$ cat src/rtl/emergency_preempt_if.sv
// Lane-sensor / light-mux side bundle of the emergency preemption controller.
// The slave modport is the controller; the master modport is the sensor/mux side.
interface emergency_preempt_if #(
   parameter int unsigned NUM_APPROACH       = 4,
   parameter int unsigned LANES_PER_APPROACH = 2,
   parameter int unsigned TIME_W             = 7
);
   localparam int unsigned NumLanes = NUM_APPROACH * LANES_PER_APPROACH;

   logic [NumLanes-1:0]     emergency_lane;
   logic [NumLanes-1:0]     emergency_light_output;
   logic [NUM_APPROACH-1:0] grant;
   logic                    all_red;
   logic                    active;
   logic                    load_cmd;
   logic [TIME_W-1:0]       load_time;

   modport master (
      output emergency_lane,
      input  emergency_light_output, grant, all_red, active, load_cmd, load_time
   );

   modport slave (
      input  emergency_lane,
      output emergency_light_output, grant, all_red, active, load_cmd, load_time
   );
endinterface

$ cat src/rtl/emergency_preempt.sv
// Emergency-vehicle preemption: round-robin approach arbitration, all-red clearance,
// bounded grant hold, and a one-cycle hand-back load command to the normal sequencer.
module emergency_preempt #(
   parameter int unsigned NUM_APPROACH       = 4,
   parameter int unsigned LANES_PER_APPROACH = 2,
   parameter int unsigned CLEAR_TIME         = 3,
   parameter int unsigned MIN_HOLD           = 10,
   parameter int unsigned MAX_HOLD           = 40,
   parameter int unsigned RESUME_TIME        = 3,
   parameter int unsigned TIME_W             = 7
) (
   input logic               clk,
   input logic               rst,
   emergency_preempt_if.slave bus
);
   localparam int unsigned NumLanes = NUM_APPROACH * LANES_PER_APPROACH;
   localparam int unsigned SW = (NUM_APPROACH > 1) ? $clog2(NUM_APPROACH) : 1;
   localparam int unsigned CW = (CLEAR_TIME > 1) ? $clog2(CLEAR_TIME) : 1;
   localparam int unsigned HW = ($clog2(MAX_HOLD + 1) > 0) ? $clog2(MAX_HOLD + 1) : 1;

   localparam logic [CW-1:0]     ClearInit  = CW'(CLEAR_TIME - 1);
   localparam logic [HW-1:0]     MinHold    = HW'(MIN_HOLD);
   localparam logic [HW-1:0]     MaxHold    = HW'(MAX_HOLD);
   localparam logic [SW-1:0]     LastAppr   = SW'(NUM_APPROACH - 1);
   localparam logic [TIME_W-1:0] ResumeTime = TIME_W'(RESUME_TIME);

   typedef enum logic [1:0] {StIdle, StClear, StGrant} state_e;

   state_e                  state_q, state_d;
   logic [SW-1:0]           sel_q, sel_d;
   logic [SW-1:0]           ptr_q, ptr_d;
   logic [CW-1:0]           clr_q, clr_d;
   logic [HW-1:0]           hold_q, hold_d;
   logic [NUM_APPROACH-1:0] grant_q, grant_d;
   logic [NumLanes-1:0]     lights_q, lights_d;
   logic                    all_red_q, all_red_d;
   logic                    active_q, active_d;
   logic                    load_q, load_d;
   logic [TIME_W-1:0]       load_time_q, load_time_d;

   logic [NUM_APPROACH-1:0] req;
   logic [NUM_APPROACH-1:0] others;
   logic [HW-1:0]           hold_inc;
   logic [SW-1:0]           ptr_after;

   // First requesting approach at or after base, wrapping modulo NUM_APPROACH.
   function automatic logic [SW-1:0] rr_pick(input logic [NUM_APPROACH-1:0] r,
                                             input logic [SW-1:0] base);
      logic [SW-1:0] res;
      logic [SW-1:0] idx_s;
      logic          hit;
      int unsigned   idx;
      res = '0;
      hit = 1'b0;
      for (int unsigned i = 0; i < NUM_APPROACH; i++) begin
         idx   = (32'(base) + i) % NUM_APPROACH;
         idx_s = SW'(idx);
         if (!hit && r[idx_s]) begin
            hit = 1'b1;
            res = idx_s;
         end
      end
      return res;
   endfunction

   for (genvar a = 0; a < NUM_APPROACH; a++) begin : g_appr
      assign req[a] = |bus.emergency_lane[a*LANES_PER_APPROACH +: LANES_PER_APPROACH];
      assign lights_d[a*LANES_PER_APPROACH +: LANES_PER_APPROACH] =
         {LANES_PER_APPROACH{grant_d[a]}};
   end

   always_comb begin
      state_d   = state_q;
      sel_d     = sel_q;
      ptr_d     = ptr_q;
      clr_d     = clr_q;
      hold_d    = hold_q;
      load_d    = 1'b0;
      others    = req & ~(NUM_APPROACH'(1) << sel_q);
      hold_inc  = (hold_q >= MaxHold) ? hold_q : hold_q + HW'(1);
      ptr_after = (sel_q == LastAppr) ? '0 : sel_q + SW'(1);

      unique case (state_q)
         StIdle: begin
            if (|req) begin
               sel_d   = rr_pick(req, ptr_q);
               clr_d   = ClearInit;
               state_d = StClear;
            end
         end
         StClear: begin
            if (clr_q == '0) begin
               hold_d  = '0;
               state_d = StGrant;
            end else begin
               clr_d = clr_q - CW'(1);
            end
         end
         StGrant: begin
            hold_d = hold_inc;
            // hold_inc counts the current cycle, so a grant lasts at least MIN_HOLD cycles.
            if (hold_inc >= MinHold && (!req[sel_q] || (hold_inc >= MaxHold && |others))) begin
               ptr_d  = ptr_after;
               hold_d = '0;
               if (|others) begin
                  sel_d   = rr_pick(others, ptr_after);
                  clr_d   = ClearInit;
                  state_d = StClear;
               end else begin
                  load_d  = 1'b1;
                  state_d = StIdle;
               end
            end
         end
         default: state_d = StIdle;
      endcase

      all_red_d   = (state_d == StClear);
      active_d    = (state_d != StIdle);
      grant_d     = (state_d == StGrant) ? (NUM_APPROACH'(1) << sel_d) : '0;
      load_time_d = load_d ? ResumeTime : '0;
   end

   always_ff @(posedge clk or posedge rst) begin
      if (rst) begin
         state_q     <= StIdle;
         sel_q       <= '0;
         ptr_q       <= '0;
         clr_q       <= '0;
         hold_q      <= '0;
         grant_q     <= '0;
         lights_q    <= '0;
         all_red_q   <= 1'b0;
         active_q    <= 1'b0;
         load_q      <= 1'b0;
         load_time_q <= '0;
      end else begin
         state_q     <= state_d;
         sel_q       <= sel_d;
         ptr_q       <= ptr_d;
         clr_q       <= clr_d;
         hold_q      <= hold_d;
         grant_q     <= grant_d;
         lights_q    <= lights_d;
         all_red_q   <= all_red_d;
         active_q    <= active_d;
         load_q      <= load_d;
         load_time_q <= load_time_d;
      end
   end

   assign bus.grant                  = grant_q;
   assign bus.emergency_light_output = lights_q;
   assign bus.all_red                = all_red_q;
   assign bus.active                 = active_q;
   assign bus.load_cmd               = load_q;
   assign bus.load_time              = load_time_q;
endmodule

$ cat src/flat_wrapper.sv
// flat-port wrapper written by rule: the top's interface ports become plain ports
module emergency_preempt_flat 
#(
   parameter int unsigned NUM_APPROACH       = 4,
   parameter int unsigned LANES_PER_APPROACH = 2,
   parameter int unsigned CLEAR_TIME         = 3,
   parameter int unsigned MIN_HOLD           = 10,
   parameter int unsigned MAX_HOLD           = 40,
   parameter int unsigned RESUME_TIME        = 3,
   parameter int unsigned TIME_W             = 7
)
  (clk, rst, bus_emergency_lane, bus_emergency_light_output, bus_grant, bus_all_red, bus_active, bus_load_cmd, bus_load_time);
  emergency_preempt_if #(.NUM_APPROACH(NUM_APPROACH), .LANES_PER_APPROACH(LANES_PER_APPROACH), .TIME_W(TIME_W)) bus_i ();
  input logic clk;
  input logic rst;
  input wire logic [$bits(bus_i.emergency_lane)-1:0] bus_emergency_lane;
  output wire logic [$bits(bus_i.emergency_light_output)-1:0] bus_emergency_light_output;
  output wire logic [$bits(bus_i.grant)-1:0] bus_grant;
  output wire logic [$bits(bus_i.all_red)-1:0] bus_all_red;
  output wire logic [$bits(bus_i.active)-1:0] bus_active;
  output wire logic [$bits(bus_i.load_cmd)-1:0] bus_load_cmd;
  output wire logic [$bits(bus_i.load_time)-1:0] bus_load_time;
  assign bus_i.emergency_lane = bus_emergency_lane;
  assign bus_emergency_light_output = bus_i.emergency_light_output;
  assign bus_grant = bus_i.grant;
  assign bus_all_red = bus_i.all_red;
  assign bus_active = bus_i.active;
  assign bus_load_cmd = bus_i.load_cmd;
  assign bus_load_time = bus_i.load_time;
  emergency_preempt #(.NUM_APPROACH(NUM_APPROACH), .LANES_PER_APPROACH(LANES_PER_APPROACH), .CLEAR_TIME(CLEAR_TIME), .MIN_HOLD(MIN_HOLD), .MAX_HOLD(MAX_HOLD), .RESUME_TIME(RESUME_TIME), .TIME_W(TIME_W)) u_core (.clk(clk), .rst(rst), .bus(bus_i));
endmodule
$ cat config.mk
export PLATFORM = sky130hd
export DESIGN_NAME = emergency_preempt_flat
export DESIGN_NICKNAME = d
export VERILOG_FILES = /design/src/rtl/emergency_preempt_if.sv /design/src/rtl/emergency_preempt.sv /design/src/flat_wrapper.sv
export SDC_FILE = /design/constraint.sdc
export NUM_CORES = 1
export LEC_CHECK = 0
export CORE_UTILIZATION = 56
export DETAILED_ROUTE_END_ITERATION = 6
export PLACE_DENSITY_LB_ADDON = 0.1
export REMOVE_ABC_BUFFERS = 1
export SLEW_MARGIN = 20
export SYNTH_ARGS = -nofsm -noshare
export SYNTH_HDL_FRONTEND = slang
export SYNTH_SLANG_ARGS = --single-unit
$ cat constraint.sdc
create_clock -name clk -period 6.7 [get_ports clk]
set_clock_uncertainty 0.1 [all_clocks]
set_input_delay 0.67 -clock clk [delete_from_list [all_inputs] [get_ports clk]]
set_output_delay 0.67 -clock clk [all_outputs]
set_load 0.01 [all_outputs]
# Yosys cells after proc, flatten, opt, wreduce, memory -nomap -nowiden
# Index checks and enable logic that the tools add are counted.
dict set report classes {
  n_addsub 9
  order_cmp 12
  n_eq_ne 10
  shift 2
  muxes 71
  n_bitwise 2
  n_reduce_logical 30
}
# operator n
set ops {}
lappend ops {{two-way mux 2 bit} 20}
lappend ops {{two-way mux 1 bit} 34}
lappend ops {{less-than comparator 2 x 3 -> 1 bit (second input constant)} 9}
lappend ops {{binary-select mux 1 bit (select 2 bit)} 9}
lappend ops {{two-way mux 6 bit} 3}
lappend ops {{greater-or-equal comparator 6 bit (second input constant)} 2}
lappend ops {{one-hot mux 2 bit (3 select lines)} 2}
lappend ops {{one-hot mux 6 bit (2 select lines)} 1}
lappend ops {{adder 2 bit (second input constant)} 4}
lappend ops {{logical AND 1 bit} 8}
lappend ops {{!= test 2 x 1 -> 1 bit (second input constant)} 4}
lappend ops {{OR reduction 2 bit} 4}
lappend ops {{OR reduction 8 bit} 1}
lappend ops {{left shift 1 x 2 -> 4 bit (first input constant)} 2}
lappend ops {{logical NOT 1 bit} 7}
lappend ops {{adder 2 x 1 -> 2 bit (second input constant)} 3}
lappend ops {{adder 6 x 1 -> 6 bit (second input constant)} 1}
lappend ops {{== test 2 bit (second input constant)} 3}
lappend ops {{greater-or-equal comparator 6 x 4 -> 1 bit (second input constant)} 1}
lappend ops {{AND reduction 5 bit} 1}
lappend ops {{bitwise AND 4 bit} 1}
lappend ops {{== test 2 x 1 -> 1 bit (second input constant)} 2}
lappend ops {{logical NOT 2 bit} 2}
lappend ops {{two-way mux 4 bit} 1}
lappend ops {{9 further kinds} 11}
dict set report totals {
  reg_bits 35
  out_inout_bits 22
}

# Logic depth before layout (Yosys ltp)
# Gate-level depths: netlist (run 1).
dict set report depth {
  depth_word 29
  mapped_depth 11
}

# Worst setup path after synthesis (run 1)
# No wires, ideal clock.
dict set report synth_path {
  path_type {reg-to-reg}
  startpoint {reg u_core.sel_q[0]}
  endpoint {reg u_core.grant_q[1] (netlist: u_core.bus.grant[1])}
  setup_time_ns 0.080
  t_arrival_ns 2.403
  t_required_ns 6.520
  slack_ns 4.117
  path_stages_with_launch 11
  n_path_buf 2
  synth_period_minus_slack_ns 2.583
  cell_sequence {dfrtp_1 -> clkbuf_1 -> inv_1 -> ha_1 -> clkbuf_1 -> and2_1 -> a32oi_1 -> a221oi_1 -> o31a_1 -> a211oi_4 -> nor3b_2}
}
dict set report synth_via {
  word_cells_on_any_way 56
}
# item line_no
set synth_lines {}
lappend synth_lines {{start, declared} emergency_preempt.sv:30} ;# logic [SW-1:0] sel_q, sel_d;
lappend synth_lines {{start signal, assigned} emergency_preempt.sv:139} ;# sel_q <= sel_d;
lappend synth_lines {{adder 2 x 1 -> 2 bit / == test 2 bit (equally long branches)} emergency_preempt.sv:81} ;# ptr_after = (sel_q == LastAppr) ? '0 : sel_q + SW'(1);
lappend synth_lines {{two-way mux 2 bit (*)} emergency_preempt.sv:81}
lappend synth_lines {{via u_core.ptr_after[1]} emergency_preempt.sv:44} ;# logic [SW-1:0] ptr_after;
lappend synth_lines {{binary-select mux 1 bit (select 2 bit)} emergency_preempt.sv:58} ;# if (!hit && r[idx_s]) begin
lappend synth_lines {{two-way mux 1 bit (not written as such)} emergency_preempt.sv:58}
lappend synth_lines {{two-way mux 1 bit} emergency_preempt.sv:58}
lappend synth_lines {{two-way mux 1 bit} emergency_preempt.sv:105} ;# if (|others) begin
lappend synth_lines {{two-way mux 1 bit} emergency_preempt.sv:102} ;# if (hold_inc >= MinHold && (!req[sel_q] || (hold_inc >= MaxHold && |others))) begin
lappend synth_lines {{[... 14 more ...]} n/a}
lappend synth_lines {{logical AND 1 bit} emergency_preempt.sv:58}
lappend synth_lines {{two-way mux 2 bit (*)} emergency_preempt.sv:58}
lappend synth_lines {{two-way mux 2 bit (*)} emergency_preempt.sv:105}
lappend synth_lines {{two-way mux 2 bit (*)} emergency_preempt.sv:102}
lappend synth_lines {{one-hot mux 2 bit (2 select lines) (*)} emergency_preempt.sv:83} ;# unique case (state_q)
lappend synth_lines {{left shift 1 x 2 -> 4 bit (*)} emergency_preempt.sv:120} ;# grant_d = (state_d == StGrant) ? (NUM_APPROACH'(1) << sel_d) : '0;
lappend synth_lines {{two-way mux 4 bit (*)} emergency_preempt.sv:120}
lappend synth_lines {{via u_core.grant_d[1]} emergency_preempt.sv:34} ;# logic [NUM_APPROACH-1:0] grant_q, grant_d;
lappend synth_lines {{end signal, assigned} emergency_preempt.sv:143} ;# grant_q <= grant_d;
lappend synth_lines {{end, declared} emergency_preempt.sv:34}
# Mark *: on every way through the listed nets, which the timed path passes. The rest lies on a longest branch. The select of a mux whose other input is x is not followed.
# A chain may end at the register's enable or synchronous reset.

# Worst setup path after layout (run 1)
dict set report layout_path {
  startpoint {reg u_core.sel_q[0]}
  endpoint {reg u_core.grant_q[1] (netlist: u_core.bus.grant[1])}
}
dict set report layout_via {
  elab_chain_cells 29
  word_cells_on_any_way 56
}
# item line_no
set layout_lines {}
lappend layout_lines {{branches (longest 28 deep; another with adder 2 x 1 -> 2 bit)} n/a}
lappend layout_lines {{two-way mux 4 bit (*)} emergency_preempt.sv:120}
lappend layout_lines {{via u_core.grant_d[1]} emergency_preempt.sv:34}
# Mark *: on every way through the listed nets, which the timed path passes. The select of a mux whose other input is x is not followed.

==> summary.txt, run 1 <==
TIMING
--------------------------------------------------------------------------------------
Setup TNS Final                                                                   0 ns
Setup violators final                                                                0
Final-report max-slew violation count                                                0
Highest clock frequency the design can meet                                  344.5 MHz
Share of the cycle needed by the critical path after routing                    43.33%
Worst-Margin Slew                                                            0.7506 ns
Final Hold Vio Count                                                                 0
Tmin final                                                                    2.903 ns
Unrepaired setup endpoints after global routing                                     no
Worst slew margin relative to its limit                                         49.90%

CELLS AND AREA
--------------------------------------------------------------------------------------
P&R area growth vs syn                                                          12.68%
Antenna Diode Count                                                                  0
Final layout net count                                                             219
Most common cell after layout, fill and taps aside                        clkdlybuf4s50_1
Finished layout cell area                                                     1923 µm²
Most frequent cells in the layout                                         clkdlybuf4s50_1 (26), dfrtp_1 (21), nand2_1 (13), o21ai_0 (13), inv_1 (10)
Proportion of layout cells with a drive suffix above 1                          14.93%

CLOCK TREE
--------------------------------------------------------------------------------------
Number of buffers between clock root and the deepest sink                            2
Post CTS Setup Buffer Count                                                          0
Hold-fix buffer count after cts                                                      0
TritonCTS Buffers                                                                    3
Clock network latency to the later pin of the worst-skew pair                  0.30 ns
CTS tree                                                                         built
Htree depth                                                                          1
Cell at the root of the clock tree                                            clkbuf_4
Number of instances resized during post-cts repair                                   0
Clock slew at the register clock pins of the worst setup and hold paths        0.11 ns
Number of sinks on the clock net                                                    21

WORST SETUP PATH
--------------------------------------------------------------------------------------
Kind of launch point of the worst setup path                                 flip-flop
CP Max Fanout                                                                       10
Crit path kind                                                              reg -> reg
CP arrival                                                                     3.04 ns
Max incr delay on CP                                                           0.56 ns
Data required time of the worst path                                           6.83 ns
Cells along the critical path                                             inv_1 -> ha_1 -> o21bai_1 -> and2_1 -> a32oi_1 -> a221oi_1 -> o31a_1 -> a211oi_4 -> nor3b_2
Master of the slowest instance on the critical path                            dfrtp_1
Nature of the critical path endpoint                                         flip-flop

ROUTE
--------------------------------------------------------------------------------------
Post-detailed-route count of antenna-violating nets                                  0
Post-Route WL                                                                  3552 µm
Vias per std cell                                                                6.306
DRC Markers                                                                          3
Routed wirelength normalized by instance count                                15.31 µm
Total number of vias                                                              1463
First-pass DRT Iterations                                                            6
DR iter-0 viols                                                                    115

SYNTHESIS
--------------------------------------------------------------------------------------
Number of flops mapped to enable cells by yosys                                      0
Most used DFF post-synth                                                       dfrtp_1
Largest cells by area after synthesis                                     dfrtp_1 (31%), buf_4 (6.6%), ha_1 (5.1%), o21ai_0 (3.8%), nand2_1 (2.9%)
Most area-hungry cell type in the Yosys netlist                                dfrtp_1
Count of mapped cells out of synthesis                                             185
Yosys warning total                                                                  0
Avg Synthesized Cell Area                                                    9.225 µm²
Count of state elements after synthesis                                             21
Distinct cells, synth                                                               63
Area fraction of the dominant cell type after synthesis                         30.79%
Post-Synthesis Cell Area                                                      1707 µm²
Share of synthesized flip-flops with an asynchronous set or reset               100.0%
Post-synthesis sequential area ratio                                            30.79%

GLOBAL ROUTING
--------------------------------------------------------------------------------------
Total Routing Usage GR                                                          23.85%
Via count of the first global-routing pass                                        1353
Leftover overflow at the end of global routing                                       0
Global-route wire length before repair                                         6134 µm
Number of antenna violations at the first check in global routing                    0
Maximum number of pins on one net before global-route repair                        22

PLACE
--------------------------------------------------------------------------------------
Total placed instance area                                                    1897 µm²
Detail Placement HPWL                                                          2767 µm
Buffers on Ports                                                                    26
Weighted congestion reported at the end of routability-driven placement         0.8604

RUN STATUS
--------------------------------------------------------------------------------------
Violated checks                                                           design-rule violations
Outcome                                                                   finished with violations

DIE
--------------------------------------------------------------------------------------
Effective utilization at floorplan                                              60.33%
Die extent in x                                                               57.21 µm
Core region area                                                              2829 µm²
Number of top-level design ports                                                    32
Floorplan die area                                                            3272 µm²
Row cnt                                                                             19
Die Ht                                                                        57.21 µm

POWER
--------------------------------------------------------------------------------------
Worst IR drop on VDD                                                         0.2314 mV
Reported leakage power                                                       0.8060 nW
Power density normalized to cell area                                     379.7 nW/µm²

RUN
--------------------------------------------------------------------------------------
Max Cap Violations                                                                   0

HOLD PATH
--------------------------------------------------------------------------------------
Path type of the worst min-delay path                                       reg -> reg

## cells in the mapped netlist, drive strengths merged, types with 2 or more instances
library cell  number
or3                3
o21ai             17
a211oi             5
a221oi             2
nor2              10
a31oi              2
a21oi              4
a41oi              2
nand2b             2
o21ba              2
a2bb2oi            4
buf               15
or2                4
o21a               2
and4               2
o31ai              2
nand2             13
nor3b              4
and2               2
o221ai             2
dfrtp             21
nor2b              3
mux2i              4
o21bai             3
inv               12
nor3               7
clkbuf             3
o211a              2
nor4               2
ha                 7
nand3              2
## power by group
part           switching, W  internal [W]  total (W)
logic              0.000251      0.000207   0.000458
registers         0.0000436      0.000169   0.000213
clock network     0.0000361     0.0000232  0.0000593
total              0.000331      0.000399   0.000730
## stage by stage
stage          util (%)  total power, W  setup WS (ns)  hold WS [ns]  std cells
4_1_cts           67.98       0.0007284          3.811        0.4388        232
5_1_grt           67.98       0.0007891          3.545        0.4867        232
3_5_place_dp      67.05       0.0006665          3.552        0.4228        228
6_report          67.98       0.0007302          3.797        0.4332        232
3_3_place_gp      67.05       0.0006510          3.627        0.4108        228
2_1_floorplan         -       0.0005382          4.227        0.3877        171
## area by class of cell
cell class                 count  area (µm²)
tap                           31       38.79
multi-input combinational    138        1027
clock buffer                   4       26.28
sequential                    21       525.5
inverter                      12       45.04
timing repair buffer          26       260.3
fill                         231       905.9
## worst max-delay path: cells and delay by family, from the launching register on
| family | cells | cell delay, ns |
|---|---|---|
| fa+ha+maj | 1 | 0.23 |
| simple gates | 2 | 0.48 |
| flops | 1 | 0.56 |
| buf+inv | 1 | 0.17 |
| compound gates | 5 | 1.30 |
## path summary, 6_finish.rpt
check                                 from             endpoint  slack (ns)  depth (start not counted)
max                        u_core.sel_q[0]  u_core.bus.grant[1]        3.80                          9
min                        u_core.clr_q[0]      u_core.clr_q[0]        0.43                          3
max reg2reg                u_core.sel_q[0]  u_core.bus.grant[1]        3.80                          9
min reg2reg                u_core.clr_q[0]      u_core.clr_q[0]        0.43                          3
max in group asynchronous              rst     u_core.hold_q[5]        5.34                          2
min in group asynchronous              rst      u_core.clr_q[0]        0.69                          2
## kinds of logic (layout without fill, tap and decap cells)
group	count (synthesis)	after routing	synth area share, %
fa+ha+maj	7	7	5.132
flops	21	21	30.79
compound gates	60	60	27.49
mux	6	6	4.325
other cells	1	5	0.2197
xor+xnor	1	1	0.9533
simple gates	59	59	21.19
buf+inv	30	42	9.898
## state kept, by name, indices dropped and copies added (netlist names)
register and flops:
u_core.hold_q 6, u_core.bus.load_time 1, u_core.state_q 2, u_core.bus.active 1, u_core.clr_q 2, u_core.ptr_q 2
u_core.bus.all_red 1, u_core.bus.grant 4, u_core.sel_q 2
## metal layers
metal	global-route usage (%)	vias up	routed length (µm)
met1	34.36	687	1704
met5	0	-	0
met4	6.969	0	29
li1	-	703	-
met2	37.98	69	1593
met3	2.948	4	224
Power figures use the tool's default switching activity.
==> run 2, diff against run 1 <==
Settings changed: CORE_UTILIZATION 56 to 47.
Clock period 6.7 ns to 2.5 ns, I/O delays scaled along.
==> summary.txt, run 2 (same netlist as run 1, synthesis figures left out) <==
RUN STATUS
--------------------------------------------------------------------------------------
Outcome                                                                   complete, no violations

DIE
--------------------------------------------------------------------------------------
Row cnt                                                                             21   +2
Core region area                                                              3416 µm²   +21%
Number of top-level design ports                                                    32   unchanged
Effective utilization at floorplan                                              49.96%   -10 points
Die Ht                                                                        62.26 µm   +8.8%
Floorplan die area                                                            3876 µm²   +18%
Die extent in x                                                               62.26 µm   +8.8%

POWER
--------------------------------------------------------------------------------------
Reported leakage power                                                        1.013 nW   +26%
Combinational share of power                                                     70.8%   +8.0 points
Overall Power                                                               0.002615 W   +260%
Sequential share of power                                                        22.4%   -6.7 points
Internal cell power                                                         0.001473 W   +270%
Worst IR drop on VDD                                                         0.6287 mV   +170%
Share of power burned in the clock network                                        6.7%   -1.4 points
Switching power share of the total                                              43.67%   -1.6 points
Switching pwr                                                               0.001142 W   +250%
Power density normalized to cell area                                      1057 nW/µm²   +180%

CLOCK TREE
--------------------------------------------------------------------------------------
Clock slew at the register clock pins of the worst setup and hold paths        0.13 ns   +0.02 ns
TritonCTS Buffers                                                                    3   unchanged
Clock network latency to the later pin of the worst-skew pair                  0.32 ns   +0.02 ns
CTS tree                                                                         built
Cell at the root of the clock tree                                            clkbuf_4
Htree depth                                                                          1   unchanged
Number of buffers between clock root and the deepest sink                            2   unchanged
Number of sinks on the clock net                                                    21   unchanged

ROUTE
--------------------------------------------------------------------------------------
Total number of vias                                                              1708   +17%
Post-detailed-route count of antenna-violating nets                                  0   unchanged
Post-Route WL                                                                  4740 µm   +33%
DR iter-0 viols                                                                    148   +29%
Vias per std cell                                                                5.951   -5.6%
First-pass DRT Iterations                                                            4   -2
DRC Markers                                                                          0   -3
Routed wirelength normalized by instance count                                16.52 µm   +7.9%

HOLD PATH
--------------------------------------------------------------------------------------
Path type of the worst min-delay path                                      in -> async

TIMING
--------------------------------------------------------------------------------------
Unrepaired setup endpoints after global routing                                    yes
Setup violators final                                                                0   unchanged
Worst slew margin relative to its limit                                         44.82%   -5.1 points
Final worst hold slack                                                       0.2700 ns   -0.1632 ns
Highest clock frequency the design can meet                                  400.1 MHz   +16%
Tmin final                                                                    2.499 ns   -0.4040 ns
Share of the cycle needed by the critical path after routing                    99.96%   +57 points
Final-report max-slew violation count                                                0   unchanged
Worst-Margin Slew                                                            0.8268 ns   +0.07624 ns
Final Hold Vio Count                                                                 0   unchanged

WORST SETUP PATH
--------------------------------------------------------------------------------------
Kind of launch point of the worst setup path                                 flip-flop
CP arrival                                                                     2.64 ns   -0.40 ns
Crit path kind                                                              reg -> reg
Data required time of the worst path                                           2.65 ns   -4.18 ns
CP Max Fanout                                                                        4   -6
Nature of the critical path endpoint                                         flip-flop

GLOBAL ROUTING
--------------------------------------------------------------------------------------
Maximum number of pins on one net before global-route repair                        22   unchanged
Via count of the first global-routing pass                                        1614   +19%
Number of antenna violations at the first check in global routing                    0   unchanged
Leftover overflow at the end of global routing                                       0   unchanged
Total Routing Usage GR                                                          23.31%   -0.54 points
Global-route wire length before repair                                         7293 µm   +19%

PLACE
--------------------------------------------------------------------------------------
Total placed instance area                                                    2133 µm²   +12%
Detail Placement HPWL                                                          3248 µm   +17%
Buffers on Ports                                                                    26   unchanged
Weighted congestion reported at the end of routability-driven placement         0.9500   +10%

CELLS AND AREA
--------------------------------------------------------------------------------------
Proportion of layout cells with a drive suffix above 1                          41.08%   +26 points
Max reg flops                                                                        6   unchanged
Most frequent cells in the layout                                         buf_4 (36), clkdlybuf4s50_1 (26), dfrtp_1 (18)
Fill cells                                                                         252   +9.1%
Final layout net count                                                             259   +18%
Finished layout cell area                                                     2475 µm²   +29%
Most common cell after layout, fill and taps aside                               buf_4
Antenna Diode Count                                                                  0   unchanged
P&R area growth vs syn                                                          45.01%
Utilization after layout                                                        72.45%   +4.5 points
Top register by number of flip-flops                                      u_core.hold_q

RUN
--------------------------------------------------------------------------------------
Max Cap Violations                                                                   0   unchanged

run 2: layout make-up:
cell class	instances	area, µm²	area share (%)
clock buffer	3	22.52	0.9100
clock inverter	1	7.507	0.3033
inverter	12	50.05	2.022
multi-input combinational	138	1232	49.80
sequential	21	529.3	21.39
tap	46	57.56	2.326
timing repair buffer	66	575.6	23.26
run 2: power by group through the flow:
stage,Clock (W),Sequential [W],Combinational (W)
after detailed placement,0,0.000558,0.00145
final,0.000176,0.000587,0.00185
after CTS,0.000179,0.000553,0.00150
after floorplan,0,0.000579,0.000864
after global placement,0,0.000546,0.00142
after global routing,0.000195,0.000599,0.00197
run 2: per-layer routing:
layer / share of wire (%) / global-route usage, %
met4: 2.0 / 6.105
met1: 42 / 30.00
met3: 5.5 / 3.860
met2: 50 / 40.38
met5: 0 / 0
run 2: final timing paths:
kind                                        from             endpoint  slack (ns)  cells past startpoint
worst max-delay path            u_core.hold_q[3]  u_core.bus.grant[2]      0.0009                      9
worst min-delay path                         rst     u_core.hold_q[1]        0.27                      2
worst max register to register  u_core.hold_q[3]  u_core.bus.grant[2]      0.0009                      9
worst min register to register   u_core.clr_q[0]      u_core.clr_q[0]        0.46                      3
max in group asynchronous                    rst      u_core.sel_q[0]        1.46                      2
min in group clk                 u_core.clr_q[0]      u_core.clr_q[0]        0.46                      3
run 2: repair_timing:
action                     CTS  global route
setup endpoints to repair    6            18
gates resized for setup      5            43
pin swaps                    5            19
setup buffers                2            10
hold endpoints to repair     0             0
hold buffers                 0             0
run 2: worst max-delay path, cell delays in order (launching register included):
cell	delay, ns
dfrtp_1	0.47
buf_4	0.18
or4b_1	0.51
a31oi_1	0.17
o211a_1	0.22
buf_4	0.14
a211oi_4	0.06
a211oi_4	0.29
inv_2	0.10
nor3_2	0.20
run 2: metrics by stage:
step	TNS, ns	worst slack, ns	cells
floorplan	0	0.04702	171
global placement	-0.6053	-0.1123	272
detailed placement	-0.9820	-0.1356	272
CTS	0	0.01178	278
global route	-0.2701	-0.09120	287
finish	0	0.0008851	287
==> run 3, diff against run 2 <==
Settings changed: SETUP_SLACK_MARGIN set to 0.3.
==> summary.txt, run 3 (same netlist as run 1, synthesis figures left out) <==
CLOCK TREE
--------------------------------------------------------------------------------------
Htree depth                                                                          1   unchanged
Hold-fix buffer count after cts                                                      0   unchanged
CTS tree                                                                         built
Clock network latency to the later pin of the worst-skew pair                  0.32 ns   about the same
TritonCTS Buffers                                                                    3   unchanged
Cell at the root of the clock tree                                            clkbuf_4
Number of buffers between clock root and the deepest sink                            2   unchanged
Clock slew at the register clock pins of the worst setup and hold paths        0.13 ns   about the same
Number of sinks on the clock net                                                    21   unchanged

PLACE
--------------------------------------------------------------------------------------
Weighted congestion reported at the end of routability-driven placement         0.9500   unchanged
Total placed cells including tap cells                                             272   unchanged
Detail Placement HPWL                                                          3248 µm   unchanged
Buffers on Ports                                                                    26   unchanged

CELLS AND AREA
--------------------------------------------------------------------------------------
Final layout net count                                                             278   +7.3%
Max reg flops                                                                        6   unchanged
Fill cells                                                                         188   -25%
FF+latch area                                                                529.3 µm²   unchanged
Area of the multi-input gates                                                 1346 µm²   +9.2%
Antenna Diode Count                                                                  0   unchanged
Count of non-filler cells in the finished layout                                   306   +6.6%
Most common cell after layout, fill and taps aside                               buf_4
Top register by number of flip-flops                                      u_core.hold_q
Most frequent cells in the layout                                         buf_4 (46), clkdlybuf4s50_1 (26), dfrtp_1 (18)
P&R area growth vs syn                                                          62.39%
Proportion of layout cells with a drive suffix above 1                          50.00%   +8.9 points

DIE
--------------------------------------------------------------------------------------
Floorplan die area                                                            3876 µm²   unchanged
Effective utilization at floorplan                                              49.96%   unchanged
Die Ht                                                                        62.26 µm   unchanged
Row cnt                                                                             21   unchanged
Number of top-level design ports                                                    32   unchanged
Die extent in x                                                               62.26 µm   unchanged
Core region area                                                              3416 µm²   unchanged

WORST SETUP PATH
--------------------------------------------------------------------------------------
Max incr delay on CP                                                           0.50 ns   about the same
Gate family responsible for the most delay along the worst path           buffers and inverters
Worst setup path end                                                      u_core.bus.grant[3]
Most used cell, CP                                                               buf_6
Crit Reg-Reg Startpoint                                                   u_core.sel_q[1]
Worst R2R Setup Slack                                                         -0.06 ns   -0.06 ns
Master of the slowest instance on the critical path                             mux4_2
Buffering stage count on the worst path with inverters included                      5   +2
Worst path depth                                                                    10   +1
Data required time of the worst path                                           2.65 ns   about the same
CP arrival                                                                     2.71 ns   +0.07 ns
Cells along the critical path                                             inv_2 -> buf_6 -> buf_6 -> mux4_2 -> o211a_1 -> buf_6 -> a211oi_4 -> a211oi_4 -> buf_4 -> nor3_2
CP Max Fanout                                                                        3   -1
Nature of the critical path endpoint                                         flip-flop
Worst R2R Path Depth                                                                10   +1
Endpoint of the most critical register-to-register path                   u_core.bus.grant[3]
Source of the critical timing path                                        u_core.sel_q[1]
Crit path kind                                                              reg -> reg
Kind of launch point of the worst setup path                                 flip-flop

ROUTE
--------------------------------------------------------------------------------------
DR iter-0 viols                                                                    166   +12%
Post-detailed-route count of antenna-violating nets                                  0   unchanged
Total number of vias                                                              1867   +9.3%
First-pass DRT Iterations                                                            4   unchanged
Vias per std cell                                                                6.101   +2.5%
Post-Route WL                                                                  5877 µm   +24%
Routed wirelength normalized by instance count                                19.21 µm   +16%
DRC Markers                                                                          0   unchanged

TIMING
--------------------------------------------------------------------------------------
Unrepaired setup endpoints after global routing                                    yes
Setup TNS Final                                                             -0.2269 ns   -0.2269 ns
Final Hold Vio Count                                                                 0   unchanged
Final-report max-slew violation count                                                0   unchanged
Share of the cycle needed by the critical path after routing                    102.4%   +2.5 points
Tmin final                                                                    2.560 ns   +0.06129 ns
PnR worst setup slack                                                      -0.06041 ns   -0.06129 ns
Worst slew margin relative to its limit                                         46.68%   +1.9 points
Worst-Margin Slew                                                            0.7989 ns   -0.02797 ns
Setup violators final                                                                6   +6
Highest clock frequency the design can meet                                  390.6 MHz   -2.4%

GLOBAL ROUTING
--------------------------------------------------------------------------------------
Total Routing Usage GR                                                          28.84%   +5.5 points
Via count of the first global-routing pass                                        1864   +15%
Number of antenna violations at the first check in global routing                    0   unchanged
Maximum number of pins on one net before global-route repair                        22   unchanged
Leftover overflow at the end of global routing                                       0   unchanged
Global-route wire length before repair                                         8652 µm   +19%

RUN STATUS
--------------------------------------------------------------------------------------
Outcome                                                                   finished with violations
Violated checks                                                           negative setup slack

HOLD PATH
--------------------------------------------------------------------------------------
Path type of the worst min-delay path                                      in -> async

POWER
--------------------------------------------------------------------------------------
Worst IR drop on VDD                                                         0.7022 mV   +12%
Power density normalized to cell area                                      1102 nW/µm²   +4.3%
Reported leakage power                                                        1.167 nW   +15%
Overall Power                                                               0.003053 W   +17%

RUN
--------------------------------------------------------------------------------------
Max Cap Violations                                                                   0   unchanged

[run 3: changes by cell type in the layout (fill, tap and decap cells not counted), sizes merged]
| cell | before | now |
|---|---|---|
| buf | 40 | 59 |
[run 3: power breakdown]
group	total (W)	switching [W]	internal, W
Combinational	0.00229	0.00107	0.00122
Sequential	0.000588	0.000131	0.000457
Clock	0.000177	0.000116	0.0000611
[run 3: area by class of cell]
class                      instances  area share (%)
sequential                        21           19.10
inverter                          12           1.716
clock inverter                     1          0.2709
multi-input combinational        138           48.58
tap                               46           2.077
timing repair buffer              85           27.45
clock buffer                       3          0.8126
[run 3: worst min path at each step]
| stage | from | end | cells after the start |
|---|---|---|---|
| global placement | u_core.clr_q[0] | u_core.clr_q[0] | 3 |
| detailed placement | u_core.clr_q[0] | u_core.clr_q[0] | 3 |
| floorplan | rst | u_core.bus.active | 1 |
| global route | rst | u_core.hold_q[2] | 2 |
| finish | rst | u_core.hold_q[2] | 2 |
| CTS | rst | u_core.hold_q[2] | 2 |
[run 3: repair_timing]
action                                  4_1_cts  5_1_grt
buffers inserted                             19       11
pin swaps                                    26       12
gates resized for setup                      55       25
cloned                                        0        0
endpoints found under the setup margin       19       19
[run 3: routing by layer]
| layer | global-route usage (%) | wire (µm) |
|---|---|---|
| met1 | 31.86 | 2272 |
| met2 | 51.65 | 3068 |
| met3 | 6.618 | 364 |
| met4 | 14.24 | 171 |
| met5 | 0 | 0 |
[run 3: worst reg2reg max path: stages, from the launching register on]
cell	delay, ns
dfrtp_1	0.45
inv_2	0.15
buf_6	0.11
buf_6	0.09
mux4_2	0.50
o211a_1	0.28
buf_6	0.14
a211oi_4	0.27
a211oi_4	0.08
buf_4	0.18
nor3_2	0.14
[run 3: stage by stage]
step,cell area [µm²],util [%],hold slack [ns],worst slack (ns)
detailed placement,2133,62.45,0.4314,-0.1356
global route,2771,81.14,0.3539,-0.1477
global placement,2133,62.45,0.4077,-0.1123
finish,2771,81.14,0.2691,-0.06041
CTS,2570,75.24,0.2966,0.08139
floorplan,1598,-,0.1265,0.04702
